--- src/rtl/linear_pkg.sv ---
// Shared types and default constants for the quantized linear-layer datapath.
// The saturation limit is the largest positive value of a signed accumulator.
package linear_pkg;

  typedef enum logic {
    ACCUM = 1'b0,
    HOLD  = 1'b1
  } state_t;

  localparam int DEF_PRECISION      = 8;
  localparam int DEF_BIAS_PRECISION = 32;
  localparam int DEF_N_INPUTS       = 784;
  localparam int DEF_N_OUTPUTS      = 10;

  // Largest positive value of a w-bit signed number (valid for 2 <= w <= 64).
  function automatic logic [63:0] sat_limit(input int w);
    return (64'd1 << (w - 1)) - 64'd1;
  endfunction

  localparam logic [63:0] DEF_SAT_LIMIT = sat_limit(DEF_BIAS_PRECISION);

  function automatic int clog2_min1(input int n);
    return (n > 1) ? $clog2(n) : 1;
  endfunction

endpackage

--- src/rtl/mac_sat_add.sv ---
// W-bit unsigned adder; with MAC_ACCUMULATOR_SATURATE_EN the sum clamps at the
// signed positive maximum and sat flags the clamp, otherwise it wraps.
module mac_sat_add
  import linear_pkg::*;
#(
  parameter int W = DEF_BIAS_PRECISION
) (
  input  logic [W-1:0] a,
  input  logic [W-1:0] b,
  output logic [W-1:0] sum
`ifdef MAC_ACCUMULATOR_SATURATE_EN
  ,
  output logic         sat
`endif
);

`ifdef MAC_ACCUMULATOR_SATURATE_EN
  localparam int WP1 = W + 1;
  localparam logic [W:0] LIMIT = WP1'(sat_limit(W));

  logic [W:0] full;

  // a never exceeds LIMIT, so a clamped operand stays clamped on further adds.
  always_comb begin
    full = {1'b0, a} + {1'b0, b};
    if (full > LIMIT) begin
      sum = LIMIT[W-1:0];
      sat = 1'b1;
    end else begin
      sum = full[W-1:0];
      sat = 1'b0;
    end
  end
`else
  always_comb begin
    sum = a + b;
  end
`endif

endmodule

--- src/rtl/mac_accumulator.sv ---
// Per-neuron multiply-accumulate: sums x*w and x over N_INPUTS pairs, then holds
// the result for a valid/ready handshake. Optional: MAC_ACCUMULATOR_SATURATE_EN.
module mac_accumulator
  import linear_pkg::*;
#(
  parameter int PRECISION      = DEF_PRECISION,
  parameter int BIAS_PRECISION = DEF_BIAS_PRECISION,
  parameter int N_INPUTS       = DEF_N_INPUTS,
  parameter int N_OUTPUTS      = DEF_N_OUTPUTS,
  parameter int IDX_W          = (N_OUTPUTS > 1) ? $clog2(N_OUTPUTS) : 1
) (
  input  logic                      clk,
  input  logic                      rst,
  input  logic                      in_valid,
  output logic                      in_ready,
  input  logic [PRECISION-1:0]      x,
  input  logic [PRECISION-1:0]      w,
  output logic                      out_valid,
  input  logic                      out_ready,
  output logic [BIAS_PRECISION-1:0] acc,
  output logic [BIAS_PRECISION-1:0] ai,
  output logic [IDX_W-1:0]          neuron_idx,
  output logic                      out_last
`ifdef MAC_ACCUMULATOR_SATURATE_EN
  ,
  output logic                      ovf
`endif
);

  localparam int PW    = 2 * PRECISION;
  localparam int CNT_W = clog2_min1(N_INPUTS);
  localparam logic [CNT_W-1:0] CNT_LAST = CNT_W'(N_INPUTS - 1);
  localparam logic [IDX_W-1:0] IDX_LAST = IDX_W'(N_OUTPUTS - 1);

  state_t                    state_q, state_d;
  logic [CNT_W-1:0]          cnt_q, cnt_d;
  logic [BIAS_PRECISION-1:0] acc_q, acc_d, ai_q, ai_d;
  logic [BIAS_PRECISION-1:0] acc_sum, ai_sum;
  logic [BIAS_PRECISION-1:0] acc_add, ai_add;
  logic [IDX_W-1:0]          idx_q, idx_d;
  logic [PW-1:0]             prod;
  logic                      in_fire, out_fire;

  assign prod    = PW'(x) * PW'(w);
  assign acc_add = BIAS_PRECISION'(prod);
  assign ai_add  = BIAS_PRECISION'(x);

  assign in_ready  = (state_q == ACCUM);
  assign out_valid = (state_q == HOLD);
  assign in_fire   = in_valid & in_ready;
  assign out_fire  = out_valid & out_ready;

`ifdef MAC_ACCUMULATOR_SATURATE_EN
  logic acc_sat, ai_sat;
  logic ovf_q, ovf_d;

  mac_sat_add #(.W(BIAS_PRECISION)) u_acc_add (
    .a   (acc_q),
    .b   (acc_add),
    .sum (acc_sum),
    .sat (acc_sat)
  );

  mac_sat_add #(.W(BIAS_PRECISION)) u_ai_add (
    .a   (ai_q),
    .b   (ai_add),
    .sum (ai_sum),
    .sat (ai_sat)
  );
`else
  mac_sat_add #(.W(BIAS_PRECISION)) u_acc_add (
    .a   (acc_q),
    .b   (acc_add),
    .sum (acc_sum)
  );

  mac_sat_add #(.W(BIAS_PRECISION)) u_ai_add (
    .a   (ai_q),
    .b   (ai_add),
    .sum (ai_sum)
  );
`endif

  always_comb begin
    state_d = state_q;
    cnt_d   = cnt_q;
    acc_d   = acc_q;
    ai_d    = ai_q;
    idx_d   = idx_q;
`ifdef MAC_ACCUMULATOR_SATURATE_EN
    ovf_d   = ovf_q;
`endif
    unique case (state_q)
      ACCUM: begin
        if (in_fire) begin
          acc_d = acc_sum;
          ai_d  = ai_sum;
`ifdef MAC_ACCUMULATOR_SATURATE_EN
          ovf_d = ovf_q | acc_sat | ai_sat;
`endif
          if (cnt_q == CNT_LAST) begin
            cnt_d   = '0;
            state_d = HOLD;
          end else begin
            cnt_d = cnt_q + CNT_W'(1);
          end
        end
      end
      HOLD: begin
        if (out_fire) begin
          acc_d   = '0;
          ai_d    = '0;
`ifdef MAC_ACCUMULATOR_SATURATE_EN
          ovf_d   = 1'b0;
`endif
          idx_d   = (idx_q == IDX_LAST) ? '0 : idx_q + IDX_W'(1);
          state_d = ACCUM;
        end
      end
      default: state_d = ACCUM;
    endcase
  end

  always_ff @(posedge clk) begin
    if (rst) begin
      state_q <= ACCUM;
      cnt_q   <= '0;
      acc_q   <= '0;
      ai_q    <= '0;
      idx_q   <= '0;
`ifdef MAC_ACCUMULATOR_SATURATE_EN
      ovf_q   <= 1'b0;
`endif
    end else begin
      state_q <= state_d;
      cnt_q   <= cnt_d;
      acc_q   <= acc_d;
      ai_q    <= ai_d;
      idx_q   <= idx_d;
`ifdef MAC_ACCUMULATOR_SATURATE_EN
      ovf_q   <= ovf_d;
`endif
    end
  end

  assign acc        = acc_q;
  assign ai         = ai_q;
  assign neuron_idx = idx_q;
  assign out_last   = out_valid & (idx_q == IDX_LAST);
`ifdef MAC_ACCUMULATOR_SATURATE_EN
  assign ovf        = ovf_q;
`endif

endmodule
--- config.mk ---
export PLATFORM = sky130hd
export DESIGN_NAME = mac_accumulator
export DESIGN_NICKNAME = d
export VERILOG_FILES = /design/src/rtl/linear_pkg.sv /design/src/rtl/mac_sat_add.sv /design/src/rtl/mac_accumulator.sv
export SDC_FILE = /design/constraint.sdc
export NUM_CORES = 1
export LEC_CHECK = 0
export CELL_PAD_IN_SITES_DETAIL_PLACEMENT = 0
export CELL_PAD_IN_SITES_GLOBAL_PLACEMENT = 1
export CORE_MARGIN = 4
export CORE_UTILIZATION = 49
export CTS_CLUSTER_DIAMETER = 200
export DETAILED_ROUTE_END_ITERATION = 7
export DONT_BUFFER_PORTS = 1
export GPL_TIMING_DRIVEN = 0
export PLACE_DENSITY = 0.87
export SYNTH_ARGS = -nofsm -noshare
export SYNTH_HDL_FRONTEND = slang
export SYNTH_SLANG_ARGS = --single-unit
--- constraint.sdc ---
create_clock -name clk -period 6.69 [get_ports clk]
set_input_delay 0.669 -clock clk [delete_from_list [all_inputs] [get_ports clk]]
set_output_delay 0.669 -clock clk [all_outputs]
set_load 0.1 [all_outputs]
* Word-level counts from Yosys, hierarchy flattened
Index checks and enable logic that the tools add are counted.
Storage, ports and cells: register bits 79, latch bits 0, bits in writable memories 0, memory bits (read-only) 0, bits of input ports 20, output and inout bits 71, word-level logic and storage cells 32, memories 0
Operators by class: $add $sub $neg 4, multiply operators 1, divide/modulo/power cells 0, order comparisons 0, eq/ne operators 4, shift operators 0, muxes and demuxes 11, bitwise operators 4, reductions and logical operators 3
Operators with widths (count):
- $pmux W32 S2 | 2
- $mux W32 | 3
- $add A32 B16 Y32 | 1
- $add A32 B8 Y32 | 1
- $mul A8 B8 Y16 | 1
- $add A10 B1 Y10 const B | 1
- $eq A10 B10 Y1 const B | 1
- $mux W10 | 1
- $reduce_and A2 Y1 | 3
- $add A4 B1 Y4 const B | 1
- $eq A4 B4 Y1 const B | 1
- $mux W4 | 1
- $ne A2 B1 Y1 const B | 2
- $and A1 B1 Y1 | 3
- $mux W1 | 3
- $pmux W1 S2 | 1
- $not A1 Y1 | 1

* Logic depth before layout (Yosys ltp)
word-level depth 4, depth in mapped cells 17, mapped depth without buffers 16

* Cells and area by module
Synthesis repeated with hierarchy kept, for this count alone.
Second synthesis, totals: cell total of the unflattened synthesis 1026, area, all modules 8463.1 µm²
By module, submodules not included:
- mac_accumulator | times used 1, cells each 549, area an instance 4993.5 µm², sequential area each 1581.5 µm²
- mac_sat_add (u_acc_add) | times used 1, cells each 241, area an instance 1744.2 µm², sequential area each 0.0 µm²
- mac_sat_add (u_ai_add) | times used 1, cells each 236, area an instance 1725.4 µm², sequential area each 0.0 µm²

* Worst setup path before layout
No wires, ideal clock.
path type register to register, start point register acc_q[6] (netlist: acc[6]), end point register acc_q[26] (netlist: acc[26]), setup time 0.116 ns, data arrival time 4.902 ns, required time 6.574 ns, slack 1.672 ns, stages on the path, launching flop included 16, path buffers 0, period minus slack after synthesis 5.018 ns, cell sequence dfxtp_1 -> inv_1 -> fa_1 -> inv_1 -> fa_1 -> inv_1 -> fa_1 -> fa_1 -> inv_1 -> ha_1 -> o211a_1 -> a21oi_1 -> o31a_1 -> o31ai_4 -> a31oi_1 -> a41o_1
On the way: word-level cells in the longest chain between the ends 3
Ends and longest elaborated chain:
- start: declaration | line mac_accumulator.sv:37 | logic [BIAS_PRECISION-1:0] acc_q, acc_d, ai_q, ai_d;
- start signal: assignment | line mac_accumulator.sv:128 | acc_q <= '0;
- start signal: assignment | line mac_accumulator.sv:137 | acc_q <= acc_d;
- $add A32 B16 Y32 | line mac_sat_add.sv:36 | sum = a + b;
- $mux W32 | line mac_accumulator.sv:95 | if (in_fire) begin
- $pmux W32 S2 | line mac_accumulator.sv:93 | unique case (state_q)
No other way between the ends. The select of a mux whose other input is x is not followed. A chain may end at the register's enable or synchronous reset.

* Worst setup path in the final report
start point register acc_q[6] (netlist: acc[6]), end point register acc_q[24] (netlist: acc[24])
Same word-level chain as after synthesis.

==> impl_results.md <==
* Outcome: complete, no violations
* Ys flop type: dfxtp_1
* Synth top area share at 0.245
* DRT Wirelength at 15300 um
* Min Tclk post-route at approximately 5.5 ns
* Flops & latches, synth at between 70 and 80
* Area after DPL at about 6700 sq um
* R2R setup slack at approximately 1.2 ns
* P_leak at around 3.1 nW
* Clk_skew at 0.00694 ns
* Syn nets at approximately 880
* Met2 usage at 0.347
* CTS root buf: clkbuf_16
* Largest net degree at the start of global routing at 15
* Layout cells sized above 1 at 0.0515
* FMAX at roughly 0.18 GHz
* Hpwl dp at 12100 um
* Worst-Margin Slew at approximately 1.2 ns
* Clock-pin slew on the worst setup and hold paths at 0.06 ns
* GR Overflow Total at 0
* Mean Syn Cell Area at about 8.5 sq um
* CP Capture Type: flop
* Met1 Use GR at 0.275
* Drc violations at 0
* Gr usage total at 0.212
* Synth Instances at 762
* Setup TNS at 0 ns
* GP Congestion at 0.895
* CTS Buf Count at 9
* Slew HR at 0.194
* Antenna Nets Post-Route at 0
* Fin util at 0.548
* Seq/Total Area, Yosys at 0.245
* Leading area contributor after synthesis: dfxtp_1
* Max-cap violation count at 0
* Synth-to-layout area growth at 8.29%
* Die boundary width at between 100 and 150 um
* Fillers at between 1000 and 1500
* Post-synth EDFFs at 0
* Starting Density at 0.506
* Initial antenna violation count at 0
* Hold Worst Slack at between 0.5 and 0.6 ns
* Post-CTS Hold Fix Bufs at 0
* Max-slew violations at 0
* Synth async-reset ratio at 0
* CP startpoint kind: flop
* Later-pin clock latency in the skew report at between 0.3 and 0.4 ns
* Power per cell area at about 370 nW/um^2
* Die extent in y at 123 um
* Vias per cell at 5.58
* Setup CP Type: flop to flop
* Input/output buffers at 0
* WP data arrival at between 5 and 6 ns
* Syn Std Cell Area at approximately 6500 sq um
* Wire per inst at about 16 um
* Worst hold path type: flop to flop
* First-iteration detailed-routing DRC count at ~260
* Num Clock Sinks at slightly below 80
* VDD IR-drop max at 177 uV
* Core area at ~13000 sq um
* Crit path required time at 6.91 ns
* Crit-path max FO at 9
* Vias at 5292
* Area contributors post-synth: dfxtp_1 (24%), fa_1 (16%), ha_1 (9.7%)
* CTS tree: done
* Design area at roughly 7000 sq um
* Setup slack at placement at between 1 and 1.5 ns
* Postcts setup bufs at 0
* RSZ-0062 raised after global routing: no
* Syn. warnings at 0
* Sequential cell area at about 1600 sq um
* FP Rows at 41
* Finished Layout Cells at between 900 and 1000
* Post-placement cell count at just over 900
* Fin worst setup slack at around 1.2 ns
* First-pass GRT wire length at roughly 26000 um
* M3 GR Usage at 0.0627
* CTS Buffer Depth at 2
* Hold Vio Cnt, Final at 0
* IO Pins at around 90
* Synth unique cells at between 60 and 70
* Post_cts resized at 0
* Die area at around 15000 sq um
* H-tree depth at 3
* Most used routing layer: met2
* Fin nets at around 900
* N_diodes at 0
* Multi-input logic area at 4390 sq um
* Period utilisation layout at 0.815
* Vias in the first global route at roughly 5300
* Final Power at ~2.6 mW
* Number of iterations in the first detailed-routing pass at 7
* Setup violators final at 0
==> cells in the final DEF, fill, tap and decap left out, types with 4 or more instances in the layout <==
cell,instances
a21o_1,7
nor2_1,58
or2_2,9
a21oi_1,39
o31ai_1,5
a22oi_1,14
ha_1,50
and3_1,7
inv_1,105
o211ai_1,9
nand2b_1,7
xor2_1,19
nand3_1,28
buf_1,4
a22o_1,10
mux2i_1,9
nor3_1,5
clkbuf_16,9
fa_1,51
o21a_1,5
o21ai_0,15
xnor2_1,18
nor2b_1,4
dfxtp_1,79
nand2_1,79
clkbuf_1,17
nand4_1,15
and2_1,35
==> cell type report <==
cell class | count | area share
Sequential cell | 79 | 0.226
Clock buffer | 9 | 0.0322
Clock inverter | 6 | 0.0132
Tap cell | 172 | 0.0308
Buffer | 24 | 0.0138
Multi-Input combinational cell | 554 | 0.628
Inverter | 105 | 0.0563
==> power breakdown <==
group	internal (mW)	switching, mW	leakage, nW
Clock	0.327	0.201	0.149
Sequential	0.509	0.291	0.641
Combinational	0.518	0.716	2.36
Total	1.35	1.21	3.15
==> metal layers <==
layer,wire [um],vias up,part of all wire
met5,0,-,0
met4,230,0,0.015
met3,1230,25,0.080
met2,7170,138,0.47
met1,6670,2537,0.44
li1,-,2592,-
==> cells in the mapped netlist, drive strengths merged, types with 2 or more instances <==
cell / number
o21bai: 3
a22oi: 14
o21ai: 16
o21a: 5
a41o: 2
a22o: 10
nor4: 2
buf: 7
nor2: 59
a2111o: 2
nor3: 6
dfxtp: 79
and3: 8
and2: 36
a21oi: 39
or2: 9
or3: 2
a31o: 3
nand2b: 7
a31oi: 2
nand2: 79
nand3: 28
inv: 105
or4: 3
a21o: 7
o211ai: 10
mux2i: 9
a2111oi: 3
o31ai: 6
o41ai: 3
nand4b: 2
fa: 51
xnor2: 18
a211o: 2
clkbuf: 17
o31a: 3
nand4: 15
xor2: 19
nor2b: 5
ha: 50
==> sequential cells by signal, summed over array words and instances, names as in the netlist <==
| name | flops |
|---|---|
| acc | 32 |
| neuron_idx | 4 |
| cnt_q | 10 |
| out_valid | 1 |
| ai | 32 |
==> path summary, 6_finish.rpt <==
path | startpoint | endpoint | depth (start not counted)
worst min-delay path | cnt_q[1]$_SDFFE_PP0P_ | cnt_q[1]$_SDFFE_PP0P_ | 2
worst max register to register | acc[6]$_SDFFE_PP0P_ | acc[24]$_SDFFE_PP0P_ | 15
worst max-delay path | acc[6]$_SDFFE_PP0P_ | acc[24]$_SDFFE_PP0P_ | 15
worst min register to register | cnt_q[1]$_SDFFE_PP0P_ | cnt_q[1]$_SDFFE_PP0P_ | 2
==> worst max-delay path, stage by stage, from the launching register on <==
cell and delay (ns):
dfxtp_1 1.00, inv_1 0.17, fa_1 0.58, inv_1 0.05, fa_1 0.49, inv_1 0.05, fa_1 0.47, fa_1 0.56
inv_1 0.04, ha_1 0.36, o211a_1 0.16, a21oi_1 0.13, o31a_1 0.42, o31ai_4 0.46, nand4_1 0.20, mux2i_1 0.19
==> kinds of logic (layout without fill, tap and decap cells) <==
family / Yosys count / after routing / share of synthesized area
AOI/OAI and AO/OA: 139 / 139 / 0.153
xor gates and xnor gates: 37 / 37 / 0.0502
adders and majority gates: 101 / 101 / 0.255
buffers and inverters: 129 / 144 / 0.0759
DFF: 79 / 79 / 0.245
muxes: 10 / 10 / 0.0157
and+or+nand+nor: 267 / 267 / 0.206
Power figures use the tool's default switching activity.
